**config.mk**
```make
export PLATFORM = sky130hd
export DESIGN_NAME = tap_tempo_detector
export DESIGN_NICKNAME = d
export VERILOG_FILES = /design/src/rtl/tap_tempo_pkg.sv /design/src/rtl/tap_tempo_detector_serial_divider_u32.sv /design/src/rtl/tap_tempo_detector.sv
export SDC_FILE = /design/constraint.sdc
export NUM_CORES = 1
export LEC_CHECK = 0
export ABC_AREA = 1
export CORE_UTILIZATION = 43
export CTS_CLUSTER_DIAMETER = 100
export DETAILED_ROUTE_END_ITERATION = 6
export PLACE_DENSITY_LB_ADDON = 0.1
export SLEW_MARGIN = 25
export SYNTH_ARGS = -nofsm -noshare
export SYNTH_HDL_FRONTEND = slang
export SYNTH_SLANG_ARGS = --single-unit
```
**constraint.sdc**
```tcl
create_clock -name i_clk -period 1.8 [get_ports i_clk]
set_input_delay 0.27 -clock i_clk [delete_from_list [all_inputs] [get_ports i_clk]]
set_output_delay 0.27 -clock i_clk [all_outputs]
set_load 0.005 [all_outputs]
```
**src/rtl/tap_tempo_pkg.sv**
```systemverilog
// Shared types and constants for the tap tempo detector: FSM states, divider
// iteration count and the tempo/period constant calculation.
package tap_tempo_pkg;

    typedef enum logic [1:0] {
        IDLE    = 2'd0,
        MEASURE = 2'd1,
        DIVIDE  = 2'd2
    } tap_state_e;

    localparam int DIV_ITERS = 32;

    typedef struct packed {
        logic [31:0] dividend;
        logic [31:0] p_min;
        logic [31:0] p_max;
    } tempo_consts_t;

    // Periods are in clock cycles per beat: the slowest tempo gives the longest period.
    function automatic tempo_consts_t calc_tempo_consts(input longint unsigned clk_hz,
                                                        input longint unsigned min_bpm,
                                                        input longint unsigned max_bpm);
        longint unsigned dividend;
        tempo_consts_t   c;
        dividend   = 60 * clk_hz;
        c.dividend = dividend[31:0];
        c.p_min    = 32'(dividend / max_bpm);
        c.p_max    = 32'(dividend / min_bpm);
        return c;
    endfunction

endpackage

```
**src/rtl/tap_tempo_detector_serial_divider_u32.sv**
```systemverilog
// Restoring serial divider: one quotient bit per cycle, fixed 32 iterations after
// the load cycle. o_done pulses in the cycle the final quotient is first visible.
module serial_divider_u32
    import tap_tempo_pkg::*;
(
    input  logic        i_clk,
    input  logic        i_reset,
    input  logic        i_start,
    input  logic [31:0] i_dividend,
    input  logic [31:0] i_divisor,
    output logic        o_busy,
    output logic        o_done,
    output logic [31:0] o_quotient
);

    logic [31:0] rem_q, rem_d;
    logic [31:0] quo_q, quo_d;
    logic [31:0] dvs_q, dvs_d;
    logic [5:0]  cnt_q, cnt_d;
    logic        busy_q, busy_d;
    logic        done_q, done_d;
    logic [32:0] trial;
    logic [32:0] diff;

    always_comb begin
        rem_d  = rem_q;
        quo_d  = quo_q;
        dvs_d  = dvs_q;
        cnt_d  = cnt_q;
        busy_d = busy_q;
        done_d = 1'b0;
        // Dividend bits shift out of the quotient register into the remainder MSB-first.
        trial  = {rem_q, quo_q[31]};
        diff   = trial - {1'b0, dvs_q};
        if (i_start && !busy_q) begin
            rem_d  = '0;
            quo_d  = i_dividend;
            dvs_d  = i_divisor;
            cnt_d  = 6'(DIV_ITERS);
            busy_d = 1'b1;
        end else if (busy_q) begin
            if (trial >= {1'b0, dvs_q}) begin
                rem_d = diff[31:0];
                quo_d = {quo_q[30:0], 1'b1};
            end else begin
                rem_d = trial[31:0];
                quo_d = {quo_q[30:0], 1'b0};
            end
            cnt_d = cnt_q - 6'd1;
            if (cnt_q == 6'd1) begin
                busy_d = 1'b0;
                done_d = 1'b1;
            end
        end
    end

    always_ff @(posedge i_clk or negedge i_reset) begin
        if (!i_reset) begin
            rem_q  <= '0;
            quo_q  <= '0;
            dvs_q  <= '0;
            cnt_q  <= '0;
            busy_q <= 1'b0;
            done_q <= 1'b0;
        end else begin
            rem_q  <= rem_d;
            quo_q  <= quo_d;
            dvs_q  <= dvs_d;
            cnt_q  <= cnt_d;
            busy_q <= busy_d;
            done_q <= done_d;
        end
    end

    assign o_busy     = busy_q;
    assign o_done     = done_q;
    assign o_quotient = quo_q;

endmodule

```
**src/rtl/tap_tempo_detector.sv**
```systemverilog
// Tap tempo detector: debounced tap button -> tap interval -> BPM via serial divide.
// Optional TAP_TEMPO_AVG_EN smooths the period with a 3/4 + 1/4 running filter.
module tap_tempo_detector
    import tap_tempo_pkg::*;
#(
    parameter int unsigned CLK_HZ       = 50_000_000,
    parameter int unsigned DEBOUNCE_CYC = 500_000,
    parameter int unsigned MIN_BPM      = 30,
    parameter int unsigned MAX_BPM      = 300,
    parameter int unsigned BPM_W        = 10
) (
    input  logic             i_clk,
    input  logic             i_reset,
    input  logic             i_btn_tap,
    output logic             o_tap,
    output logic [BPM_W-1:0] o_bpm,
    output logic             o_valid,
    output logic             o_reject
);

    localparam tempo_consts_t TC = calc_tempo_consts(CLK_HZ, MIN_BPM, MAX_BPM);
    localparam int unsigned P_MAX = TC.p_max;
    localparam int CNT_W = $clog2(P_MAX + 1);
    localparam int DB_W  = $clog2(DEBOUNCE_CYC + 1);
    localparam logic [CNT_W-1:0] P_MIN_C = CNT_W'(TC.p_min);
    localparam logic [CNT_W-1:0] P_MAX_C = CNT_W'(TC.p_max);
    localparam logic [CNT_W-1:0] CNT_ONE = CNT_W'(1);
    localparam logic [DB_W-1:0]  DB_LAST = DB_W'(DEBOUNCE_CYC - 1);

    logic             sync1_q, sync1_d;
    logic             sync2_q, sync2_d;
    logic             db_level_q, db_level_d;
    logic [DB_W-1:0]  db_cnt_q, db_cnt_d;
    tap_state_e       state_q, state_d;
    logic [CNT_W-1:0] cnt_q, cnt_d;
    logic [CNT_W-1:0] cnt_inc;
    logic [BPM_W-1:0] bpm_q, bpm_d;
    logic             tap;
    logic             accept;
    logic             reject;
    logic             valid;
    logic [BPM_W-1:0] quot_bpm;
    logic [31:0]      div_divisor;
    logic             div_busy;
    logic             div_done;
    logic [31:0]      div_quot;

    // A level change is accepted on the DEBOUNCE_CYC-th consecutive differing sample.
    always_comb begin
        sync1_d    = i_btn_tap;
        sync2_d    = sync1_q;
        db_level_d = db_level_q;
        db_cnt_d   = '0;
        tap        = 1'b0;
        if (sync2_q != db_level_q) begin
            if (db_cnt_q == DB_LAST) begin
                db_level_d = sync2_q;
                tap        = sync2_q;
            end else begin
                db_cnt_d = db_cnt_q + 1'b1;
            end
        end
    end

    // The quotient always fits for in-range intervals; saturation only guards the impossible case.
    assign quot_bpm = (|div_quot[31:BPM_W]) ? '1 : div_quot[BPM_W-1:0];

    // The counter holds k in the k-th cycle after a tap, so it reads the interval directly.
    always_comb begin
        state_d = state_q;
        cnt_d   = cnt_q;
        bpm_d   = bpm_q;
        accept  = 1'b0;
        reject  = 1'b0;
        valid   = 1'b0;
        cnt_inc = (cnt_q == P_MAX_C) ? cnt_q : cnt_q + 1'b1;
        case (state_q)
            IDLE: begin
                if (tap) begin
                    cnt_d   = CNT_ONE;
                    state_d = MEASURE;
                end
            end
            MEASURE: begin
                cnt_d = cnt_inc;
                if (tap) begin
                    cnt_d = CNT_ONE;
                    if (cnt_q < P_MIN_C) begin
                        reject = 1'b1;
                    end else begin
                        accept  = 1'b1;
                        state_d = DIVIDE;
                    end
                end else if (cnt_q == P_MAX_C) begin
                    cnt_d   = '0;
                    state_d = IDLE;
                end
            end
            DIVIDE: begin
                cnt_d = cnt_inc;
                if (tap) begin
                    cnt_d = CNT_ONE;
                end
                // A tap landing on the completion cycle restarts the count without a reject pulse.
                if (div_done) begin
                    valid   = 1'b1;
                    bpm_d   = quot_bpm;
                    state_d = MEASURE;
                end else begin
                    reject = tap;
                    if (!div_busy) begin
                        state_d = MEASURE;
                    end
                end
            end
            default: begin
                cnt_d   = '0;
                state_d = IDLE;
            end
        endcase
    end

`ifdef TAP_TEMPO_AVG_EN
    logic [CNT_W-1:0] filt_q, filt_d;
    logic             filt_vld_q, filt_vld_d;
    logic [CNT_W+1:0] filt_sum;
    logic [CNT_W-1:0] period_sel;

    always_comb begin
        filt_sum   = (CNT_W+2)'({filt_q, 1'b0}) + (CNT_W+2)'(filt_q) + (CNT_W+2)'(cnt_q);
        period_sel = filt_vld_q ? filt_sum[CNT_W+1:2] : cnt_q;
        filt_d     = filt_q;
        filt_vld_d = filt_vld_q;
        if (state_d == IDLE) begin
            filt_d     = '0;
            filt_vld_d = 1'b0;
        end else if (accept) begin
            filt_d     = period_sel;
            filt_vld_d = 1'b1;
        end
    end

    always_ff @(posedge i_clk or negedge i_reset) begin
        if (!i_reset) begin
            filt_q     <= '0;
            filt_vld_q <= 1'b0;
        end else begin
            filt_q     <= filt_d;
            filt_vld_q <= filt_vld_d;
        end
    end

    assign div_divisor = {{(32-CNT_W){1'b0}}, period_sel};
`else
    assign div_divisor = {{(32-CNT_W){1'b0}}, cnt_q};
`endif

    serial_divider_u32 u_div (
        .i_clk      (i_clk),
        .i_reset    (i_reset),
        .i_start    (accept),
        .i_dividend (TC.dividend),
        .i_divisor  (div_divisor),
        .o_busy     (div_busy),
        .o_done     (div_done),
        .o_quotient (div_quot)
    );

    always_ff @(posedge i_clk or negedge i_reset) begin
        if (!i_reset) begin
            sync1_q    <= 1'b0;
            sync2_q    <= 1'b0;
            db_level_q <= 1'b0;
            db_cnt_q   <= '0;
            state_q    <= IDLE;
            cnt_q      <= '0;
            bpm_q      <= '0;
        end else begin
            sync1_q    <= sync1_d;
            sync2_q    <= sync2_d;
            db_level_q <= db_level_d;
            db_cnt_q   <= db_cnt_d;
            state_q    <= state_d;
            cnt_q      <= cnt_d;
            bpm_q      <= bpm_d;
        end
    end

    // o_bpm shows the new quotient in the same cycle as the o_valid pulse.
    assign o_tap    = tap;
    assign o_valid  = valid;
    assign o_reject = reject;
    assign o_bpm    = valid ? quot_bpm : bpm_q;

endmodule
```
==> impl_results.md, run 1 <==
* P per Cell Area at 440 nW/µm²
* Setup TNS Final at -26.46 ns
* Longest Clk Path Bufs at 2
* Nets at 1886
* Internal at 5.59 mW
* Peak Freq at 411 MHz
* P_leak at 8.54 nW
* CTS tree: built
* Total CTS buffers at 17
* GR peak layer: met2
* Largest net degree at the start of global routing at 62
* Global route total overflow at 0
* Register area at 4010 µm²
* Die Wd at 156 µm
* Core Area at 22900 µm²
* Yosys warns at 0
* RSZ-0062 raised after global routing: yes
* Status: finished, violations left
* Antenna fix cells at 0
* CTS clk-pin slew, worst paths at 0.08 ns
* Req. time, crit path at 1.53 ns
* Switching Fraction at 27.1%
* Sequential fraction of the synthesis area at 39.4%
* Least-Margin Pin Slew at 0.619 ns
* # DRC at 0
* Period Utilization, post-route at 135%
* Fill count at 1533
* Crit. End Element: primary output
* I/O pins at 16
* Failing checks: negative setup slack
* Sequential Power Share at 47.0%
* Commonest non-fill, non-tap cell in the layout: buf_4
* # clock sinks at 160
* DP Area at 13000 µm²
* Pins Over Slew Limit at 0
* Syn_nets at 1487
* Die ar. at 24200 µm²
* CP startpoint kind: flip-flop
* Die Span Y at 156 µm
* IR drop worst, VDD at 0.482 mV
* DRT Pass-1 Iters at 6
* Detailed-route via count at 11350
* Clock Latency Late Sink at 0.44 ns
* Routed Antenna Nets at 0
* Comb power frac at 1.9%
* First-pass GRT wire length at 53.1 mm
* Post-layout min period at 2.43 ns
* DR vias/cell at 5.23
* Worst min path class: primary input to asynchronous set/reset pin
* Psw at 2.07 mW
* GR Layer Usage met3 at 3.47%
* Drt initial violations at 792
* Final core utilization at 76.0%
* Synth Flop Type: dfrtp_1
* GRT Overall Usage at 28.2%
* DP HPWL at 22.2 mm
* Multi-input logic area at 7660 µm²
* GR Util met1 at 35.3%
* Final Hold Viols at 0
* Clock Power Share at 51.0%
* Initial core utilization at 44.3%
* Tot Pwr at 7.66 mW
* Max-Cap Viols at 0
* Fin area at 17400 µm²
* Crit path max fanout at 4
* Mapped Cells at 1446
* Crit path DAT at 2.16 ns
* Avg Cell Area, Syn at 7.02 µm²
* Post-route setup slack at -0.631 ns
* Placer Congestion at 0.936
* Synth cell types at 44
* Drt total wl at 38.0 mm
* Clock H-tree levels at 4
* #FFs+latches synth at 160
* Slew Limit Headroom at 58.3%
* Fraction of final layout cells sized beyond drive strength 1 at 52.9%
* Initial antenna violation count at 0
* Mapped Area at 10100 µm²
* Input/output buffers at 15
* Vias in the first global route at 10636
* Area growth syn-to-layout at 71.5%
* Post-synth EDFFs at 0
* Grt met2 use at 48.9%
* Most frequent cells in the layout: 307 x buf_4, 272 x nand2_1, 194 x inv_1
* Worst slack, placed at -0.388 ns
* Setup violations, final at 133
* Root Driver: clkbuf_16
* Worst clock skew at 0.0225 ns
* Critical path type: flip-flop to primary output
* # rows at 55
* WL/cell at 17.5 µm
* Asr flop ratio synth at 100%
[power groups by stage]
| stage | Sequential, mW | Clock, mW | Combinational, mW |
|---|---|---|---|
| floorplan | 3.68 | 0 | 0.0193 |
| global placement | 3.67 | 0 | 0.134 |
| detailed placement | 3.67 | 0 | 0.136 |
| CTS | 3.60 | 3.96 | 0.143 |
| global route | 3.61 | 4.12 | 0.168 |
| finish | 3.61 | 3.91 | 0.148 |
[worst max-delay path, cell delays in order, from the launching register on]
cell and delay [ns]:
dfrtp_1 0.39, inv_1 0.09, nand4_1 0.13, nor4_2 0.25, nand4_1 0.23, buf_6 0.20, buf_6 0.12, o21ai_2 0.11
nand2_1 0.08, buf_2 0.13
[per-layer routing]
| metal | share of wire (%) | vias to the layer above |
|---|---|---|
| met5 | 0 | - |
| li1 | - | 5373 |
| met4 | 4.8 | 0 |
| met1 | 40 | 5455 |
| met3 | 4.7 | 135 |
| met2 | 50 | 387 |
[kinds of logic (layout without fill, tap and decap cells)]
family / after synthesis / after routing / synth area share (%)
AND/OR/NAND/NOR: 777 / 777 / 33.5
buffers and inverters: 286 / 698 / 11.4
flip-flops: 160 / 160 / 39.4
AO/OA/AOI/OAI: 155 / 155 / 8.27
adder cells (fa/ha/maj): 38 / 38 / 4.76
XOR/XNOR: 29 / 29 / 2.50
multiplexers: 1 / 1 / 0.0986
[area by class of cell]
class / count / share of cell area [%]
flip-flops and latches: 160 / 23.0
multi-input cells: 1000 / 44.0
repair buffers: 409 / 21.0
clock buffers: 17 / 2.44
inverters: 254 / 5.73
repair inverters: 3 / 0.302
well taps: 313 / 2.25
clock inverters: 15 / 1.24
[Yosys cell counts, types with 2 or more instances]
cell	n	area share [%]
nor2_1	128	4.7
o21ai_1	17	0.84
buf_2	10	0.49
nand2_2	6	0.37
inv_2	5	0.18
nor3_1	21	1.0
xnor2_1	14	1.2
clkinv_1	2	0.074
o21a_1	4	0.30
and2_1	3	0.18
nand3b_1	17	1.3
clkbuf_1	8	0.30
nor4_1	6	0.37
o22ai_1	30	1.8
buf_4	4	0.30
nor3b_1	3	0.22
nand2_4	4	0.44
a21oi_1	36	1.8
xor2_1	15	1.3
nand3_2	3	0.30
nand4_1	27	1.7
nor2_4	3	0.33
or2_2	2	0.12
nand2_1	438	16
buf_1	2	0.074
nor2_2	8	0.49
o21bai_1	2	0.15
nand4_2	2	0.25
dfrtp_1	160	39
ha_1	37	4.6
buf_6	8	0.89
nand3_1	101	5.0
nor3_2	3	0.30
inv_1	247	9.1
o21ai_0	61	3.0
[through the flow]
stage,hold WS [ns],instances
floorplan,-0.0256,1446
global placement,0.138,2036
detailed placement,0.136,2036
CTS,0.232,2119
global route,0.258,2171
finish,0.249,2171
[registers in the layout (all words and copies together), names as in the netlist, 2 cells and up]
signal,flops
u_div.dvs_q,27
db_cnt_q,19
u_div.o_quotient,32
bpm_q,10
u_div.cnt_q,6
u_div.rem_q,32
cnt_q,27
state_q,2
[worst paths after layout]
path / from / to / slack (ns) / cells after the start
setup / recovery: u_div.o_quotient[13]$_DFFE_PN0P_ / o_bpm[9] / -0.63 / 9
hold / removal: i_reset / db_cnt_q[17]$_DFF_PN0_ / 0.25 / 2
setup reg to reg: u_div.o_quotient[31]$_DFFE_PN0P_ / u_div.rem_q[14]$_DFFE_PN0P_ / -0.32 / 15
hold reg to reg: sync1_q$_DFF_PN0_ / sync2_q$_DFF_PN0_ / 0.37 / 0
max in group asynchronous: i_reset / u_div.rem_q[19]$_DFFE_PN0P_ / 0.82 / 3
min in group i_clk: i_btn_tap / sync1_q$_DFF_PN0_ / 0.28 / 1
[what timing repair did]
item                                    in CTS  in global routing
gates cloned                                12                  6
setup buffers                               54                 67
endpoints found under the setup margin     142                155
hold endpoints to repair                    30                  0
resized for setup                          305                522
hold buffers                                 1                  0
pin swaps                                   74                213
Note: power is estimated with default switching activity, not from simulation.
==> run 2, diff against run 1 <==
clock period = 2.76 ns   (was 1.8 ns; I/O delays follow)
==> impl_results.md, run 2 (synthesis gave the netlist of run 1 again) <==
* Status: complete, no violations
* Period Utilization, post-route at 96.3%
* DR vias/cell at 4.98
* Commonest non-fill, non-tap cell in the layout: nand2_1
* Crit-path cells: nor4_2, nand4_1, buf_4, o21ai_0, nand2_1, clkdlybuf4s50_1
* Terminus of the critical flop-to-flop path: u_div.rem_q[19]$_DFFE_PN0P_
* Worst min path class: flip-flop to flip-flop
* Tot Pwr at 4.95 mW
* P_leak at 5.92 nW
* Worst path depth at 6
* WL/cell at 14.7 µm
* Slew Limit Headroom at 64.3%
* Fin area at 11400 µm²
* Input/output buffers at 15
* Longest Clk Path Bufs at 2
* Global route total overflow at 0
* Setup violations, final at 0
* First-pass GRT wire length at 44.8 mm
* # DRC at 0
* Die ar. at 24200 µm²
* Clock H-tree levels at 4
* Largest stage delay, worst path at 0.46 ns
* I/O pins at 16
* Post-layout min period at 2.66 ns
* Most frequent cells in the layout: 438 x nand2_1, 246 x inv_1, 160 x dfrtp_1
* P per Cell Area at 434 nW/µm²
* Root Driver: clkbuf_16
* DRT Pass-1 Iters at 5
* Initial antenna violation count at 0
* Die Span Y at 156 µm
* Vias in the first global route at 8921
* Drt total wl at 26.5 mm
* Crit path max fanout at 10
* Pins Over Slew Limit at 0
* CTS tree: built
* Final Hold Viols at 0
* CP Capture Point: o_bpm[0]
* Total CTS buffers at 17
* WP buf/inv at 2
* Worst slack, placed at 0.195 ns
* Placer Congestion at 0.917
* Least-Margin Pin Slew at 0.535 ns
* Fraction of final layout cells sized beyond drive strength 1 at 6.73%
* # clock sinks at 160
* # rows at 55
* Cell at the slowest stage of the critical path: clkdlybuf4s50_1
* Drt initial violations at 529
* CTS clk-pin slew, worst paths at 0.08 ns
* Critical path's top delay family: buffers and inverters
* DP Area at 10600 µm²
* Routed Antenna Nets at 0
* Reg2reg path depth at 14
* Nets at 1514
* Largest net degree at the start of global routing at 57
* Post-route setup slack at 0.103 ns
* Critical path type: flip-flop to primary output
* Antenna fix cells at 0
* Crit path DAT at 2.24 ns
* Initial core utilization at 44.3%
* GRT Overall Usage at 23.4%
* IR drop worst, VDD at 0.292 mV
* RSZ-0062 raised after global routing: yes
* Req. time, crit path at 2.35 ns
* RR Startpoint: u_div.dvs_q[3]$_DFFE_PN0P_
* DP HPWL at 19.6 mm
* Die Wd at 156 µm
* Worst setup path startpoint: u_div.o_quotient[24]$_DFFE_PN0P_
* Worst clock skew at 0.0180 ns
* Area growth syn-to-layout at 12.2%
* Clock Latency Late Sink at 0.44 ns
* CP startpoint kind: flip-flop
* Detailed-route via count at 8968
* Core Area at 22900 µm²
* FF-to-FF setup slack at 0.30 ns
* Crit. End Element: primary output
* Peak Freq at 376 MHz
* Max-Cap Viols at 0
run 2: cell count changes in the layout (fill, tap and decap cells not counted), moves of 35 or more:
cell / change
inv_1: +52
nand2_4: -56
inv_2: -46
nand3_1: +68
buf_4: -285
nand3_2: -55
nand2_1: +166
o21ai_0: +48
nor2_1: +62
nor2_4: -35
buf_6: -55
o21ai_2: -53
nand2_2: -103
run 2: report_power, final:
group | internal (mW) | switching, mW
Combinational | 0.0189 | 0.0581
Sequential | 2.35 | 0.00527
Clock | 1.26 | 1.26
run 2: per-layer routing:
metal  track usage [%]  vias up  part of all wire, %
met5                 0        -                    0
met4              7.28        0                  2.1
met3              2.94       32                  3.6
met2              38.8      168                   46
met1              31.9     4152                   48
li1                  -     4616                    -
run 2: worst min path at each step:
stage	startpoint	to	slack, ns	cells after the start
floorplan	i_reset	bpm_q[0]$_DFFE_PN0P_	0.12	0
global placement	sync1_q$_DFF_PN0_	sync2_q$_DFF_PN0_	0.34	0
detailed placement	sync1_q$_DFF_PN0_	sync2_q$_DFF_PN0_	0.34	0
CTS	sync1_q$_DFF_PN0_	sync2_q$_DFF_PN0_	0.36	0
global route	sync1_q$_DFF_PN0_	sync2_q$_DFF_PN0_	0.37	0
finish	sync1_q$_DFF_PN0_	sync2_q$_DFF_PN0_	0.36	0
run 2: area by class of cell:
class	instances	area, µm²
multi-input cells	1000	5040
repair buffers	40	369
well taps	313	392
fillers	2333	11500
clock inverters	15	204
inverters	254	953
flip-flops and latches	160	4000
clock buffers	17	425
run 2: stage by stage:
stage               TNS (ns)  hold slack [ns]  utilization, %  instances
floorplan                  0            0.118               -       1446
global route         -0.0642            0.371            49.7       1799
global placement           0            0.336            46.4       1758
detailed placement         0            0.340            46.4       1758
finish                     0            0.355            49.7       1799
CTS                  -0.0661            0.358            49.3       1793
run 2: worst reg2reg max path, stage by stage, from the launching register on:
cell,delay (ns)
dfrtp_1,0.36
inv_1,0.06
ha_1,0.44
nand2_1,0.13
nor2_1,0.16
nand3_1,0.11
nand3_2,0.14
nand2_1,0.08
nand2_1,0.12
nand2_4,0.15
nand2_4,0.10
buf_4,0.22
nand3_1,0.16
nand2_1,0.10
nand2_1,0.05
run 2: what timing repair did:
action	in CTS	in global routing
endpoints found under the setup margin	11	13
endpoints found under the hold margin	37	0
resized for setup	3	15
hold buffers	1	0
setup buffers	2	6
pin swaps	3	6
==> run 3, diff against run 2 <==
CORE_ASPECT_RATIO = 1.75   (was default)
==> impl_results.md, run 3 (synthesis gave the netlist of run 1 again) <==
* Status: complete, no violations
* CTS clk-pin slew, worst paths at 0.07 ns
* Total CTS buffers at 17
* Hold depth at 0
* Core Area at 23200 µm²
* Fraction of final layout cells sized beyond drive strength 1 at 7.85%
* Clock Latency Late Sink at 0.44 ns
* CP startpoint kind: flip-flop
* DP Area at 10700 µm²
* FF-to-FF setup slack at 0.33 ns
* Initial core utilization at 43.7%
* Post-layout min period at 2.69 ns
* Largest net degree at the start of global routing at 60
* RR Startpoint: u_div.dvs_q[8]$_DFFE_PN0P_
* DR vias/cell at 5.08
* Worst clock skew at 0.00897 ns
* WL/cell at 16.0 µm
* Reg2reg path depth at 14
* RSZ-0062 raised after global routing: yes
* CTS tree: built
* GRT Overall Usage at 25.4%
* Commonest non-fill, non-tap cell in the layout: nand2_1
* Longest Clk Path Bufs at 2
* First-pass GRT wire length at 47.4 mm
* Die ar. at 24200 µm²
* Largest stage delay, worst path at 0.45 ns
* P_leak at 6.09 nW
* Worst slack, placed at 0.184 ns
* Pins Over Slew Limit at 0
* Drt total wl at 28.9 mm
* Clock H-tree levels at 4
* Worst hold start: sync1_q$_DFF_PN0_
* # rows at 74
* DP HPWL at 22.3 mm
* Die Wd at 118 µm
* Period Utilization, post-route at 97.4%
* I/O pins at 16
* Antenna fix cells at 0
* Crit path DAT at 2.28 ns
* Initial antenna violation count at 0
* # DRC at 0
* Crit path max fanout at 8
* Terminus of the critical flop-to-flop path: u_div.rem_q[7]$_DFFE_PN0P_
* Worst min path class: flip-flop to flip-flop
* Least-Margin Pin Slew at 0.593 ns
* Nets at 1531
* Hold path endpoint: sync2_q$_DFF_PN0_
* Max-Cap Viols at 0
* Crit. End Element: primary output
* Post-route setup slack at 0.0707 ns
* P per Cell Area at 424 nW/µm²
* Most frequent cells in the layout: 438 x nand2_1, 246 x inv_1, 160 x dfrtp_1
* Req. time, crit path at 2.35 ns
* Critical path type: flip-flop to primary output
* # clock sinks at 160
* Detailed-route via count at 9177
* Input/output buffers at 15
* Die Span Y at 205 µm
* Cell at the slowest stage of the critical path: clkdlybuf4s50_1
* Placer Congestion at 0.939
* Hold WS at 0.361 ns
* Slew Limit Headroom at 60.4%
* Setup violations, final at 0
* IR drop worst, VDD at 0.523 mV
* DRT Pass-1 Iters at 5
* Crit-path cells: nor2_2, nand3_2, nor3_2, nand4_1, buf_6, o21ai_0, nand2_1, clkdlybuf4s50_1
* Routed Antenna Nets at 0
* Fin area at 11500 µm²
* Root Driver: clkbuf_16
* Area growth syn-to-layout at 13.0%
* Global route total overflow at 0
* Drt initial violations at 439
* Final Hold Viols at 0
* Vias in the first global route at 9532
* Peak Freq at 372 MHz
## run 3: changes by cell type in the layout (fill, tap and decap cells not counted), sizes merged
cell | before | now
dlymetal6s2s | 1 | 6
clkbuf | 17 | 18
clkinv | 10 | 5
inv | 259 | 257
clkinvlp | 0 | 4
buf | 25 | 42
clkdlybuf4s50 | 13 | 7
dlygate4sd2 | 0 | 1
bufinv | 0 | 2
## run 3: metrics by stage
stage	instances	utilization, %	TNS (ns)	power [mW]
after floorplan	1446	-	0	2.41
after global placement	1760	46.0	0	2.47
after detailed placement	1760	46.0	0	2.48
after CTS	1803	49.1	0	4.93
after global routing	1807	49.3	-0.107	5.02
final	1807	49.3	0	4.86
## run 3: power breakdown
part,switching (mW),total (mW),internal [mW]
Combinational,0.0603,0.0799,0.0196
Clock,1.05,2.42,1.37
Sequential,0.00509,2.35,2.35
## run 3: layout make-up
cell class                 instances  area (µm²)
fill                            2391       11800
sequential                       160        4000
timing repair buffer              57         512
multi-input combinational       1000        5020
inverter                         254         953
clock inverter                    14         155
clock buffer                      18         439
tap                              304         380
## run 3: how the worst max path moves through the flow
stage	start	endpoint	slack, ns	depth (start not counted)
floorplan	u_div.o_quotient[31]$_DFFE_PN0P_	u_div.rem_q[30]$_DFFE_PN0P_	0.82	15
global placement	u_div.o_quotient[28]$_DFFE_PN0P_	o_bpm[4]	0.15	7
detailed placement	u_div.o_quotient[28]$_DFFE_PN0P_	o_bpm[4]	0.18	7
CTS	db_cnt_q[7]$_DFF_PN0_	o_tap	0.02	8
global route	u_div.o_quotient[27]$_DFFE_PN0P_	o_bpm[6]	-0.05	8
finish	u_div.o_quotient[27]$_DFFE_PN0P_	o_bpm[7]	0.07	8
## run 3: timing repair
action                                  CTS  global route
endpoints found under the setup margin   11            11
gates resized for setup                   7            16
setup buffers                            10             4
pin swaps                                 7             7
hold buffers                              1             0
endpoints found under the hold margin    54             0
## run 3: critical path, delay by kind of cell, from the launching register on
family          cells  cell delay [ns]
compound gates      1             0.14
buf+inv             2             0.62
flops               1             0.40
simple gates        5             0.67
## run 3: layer usage
metal / share of wire, % / vias up / track usage, %
met5: 0 / - / 0
met4: 6.6 / 0 / 17.9
met3: 1.9 / 93 / 3.35
met2: 54 / 152 / 48.4
met1: 37 / 4294 / 25.2
li1: - / 4638 / -
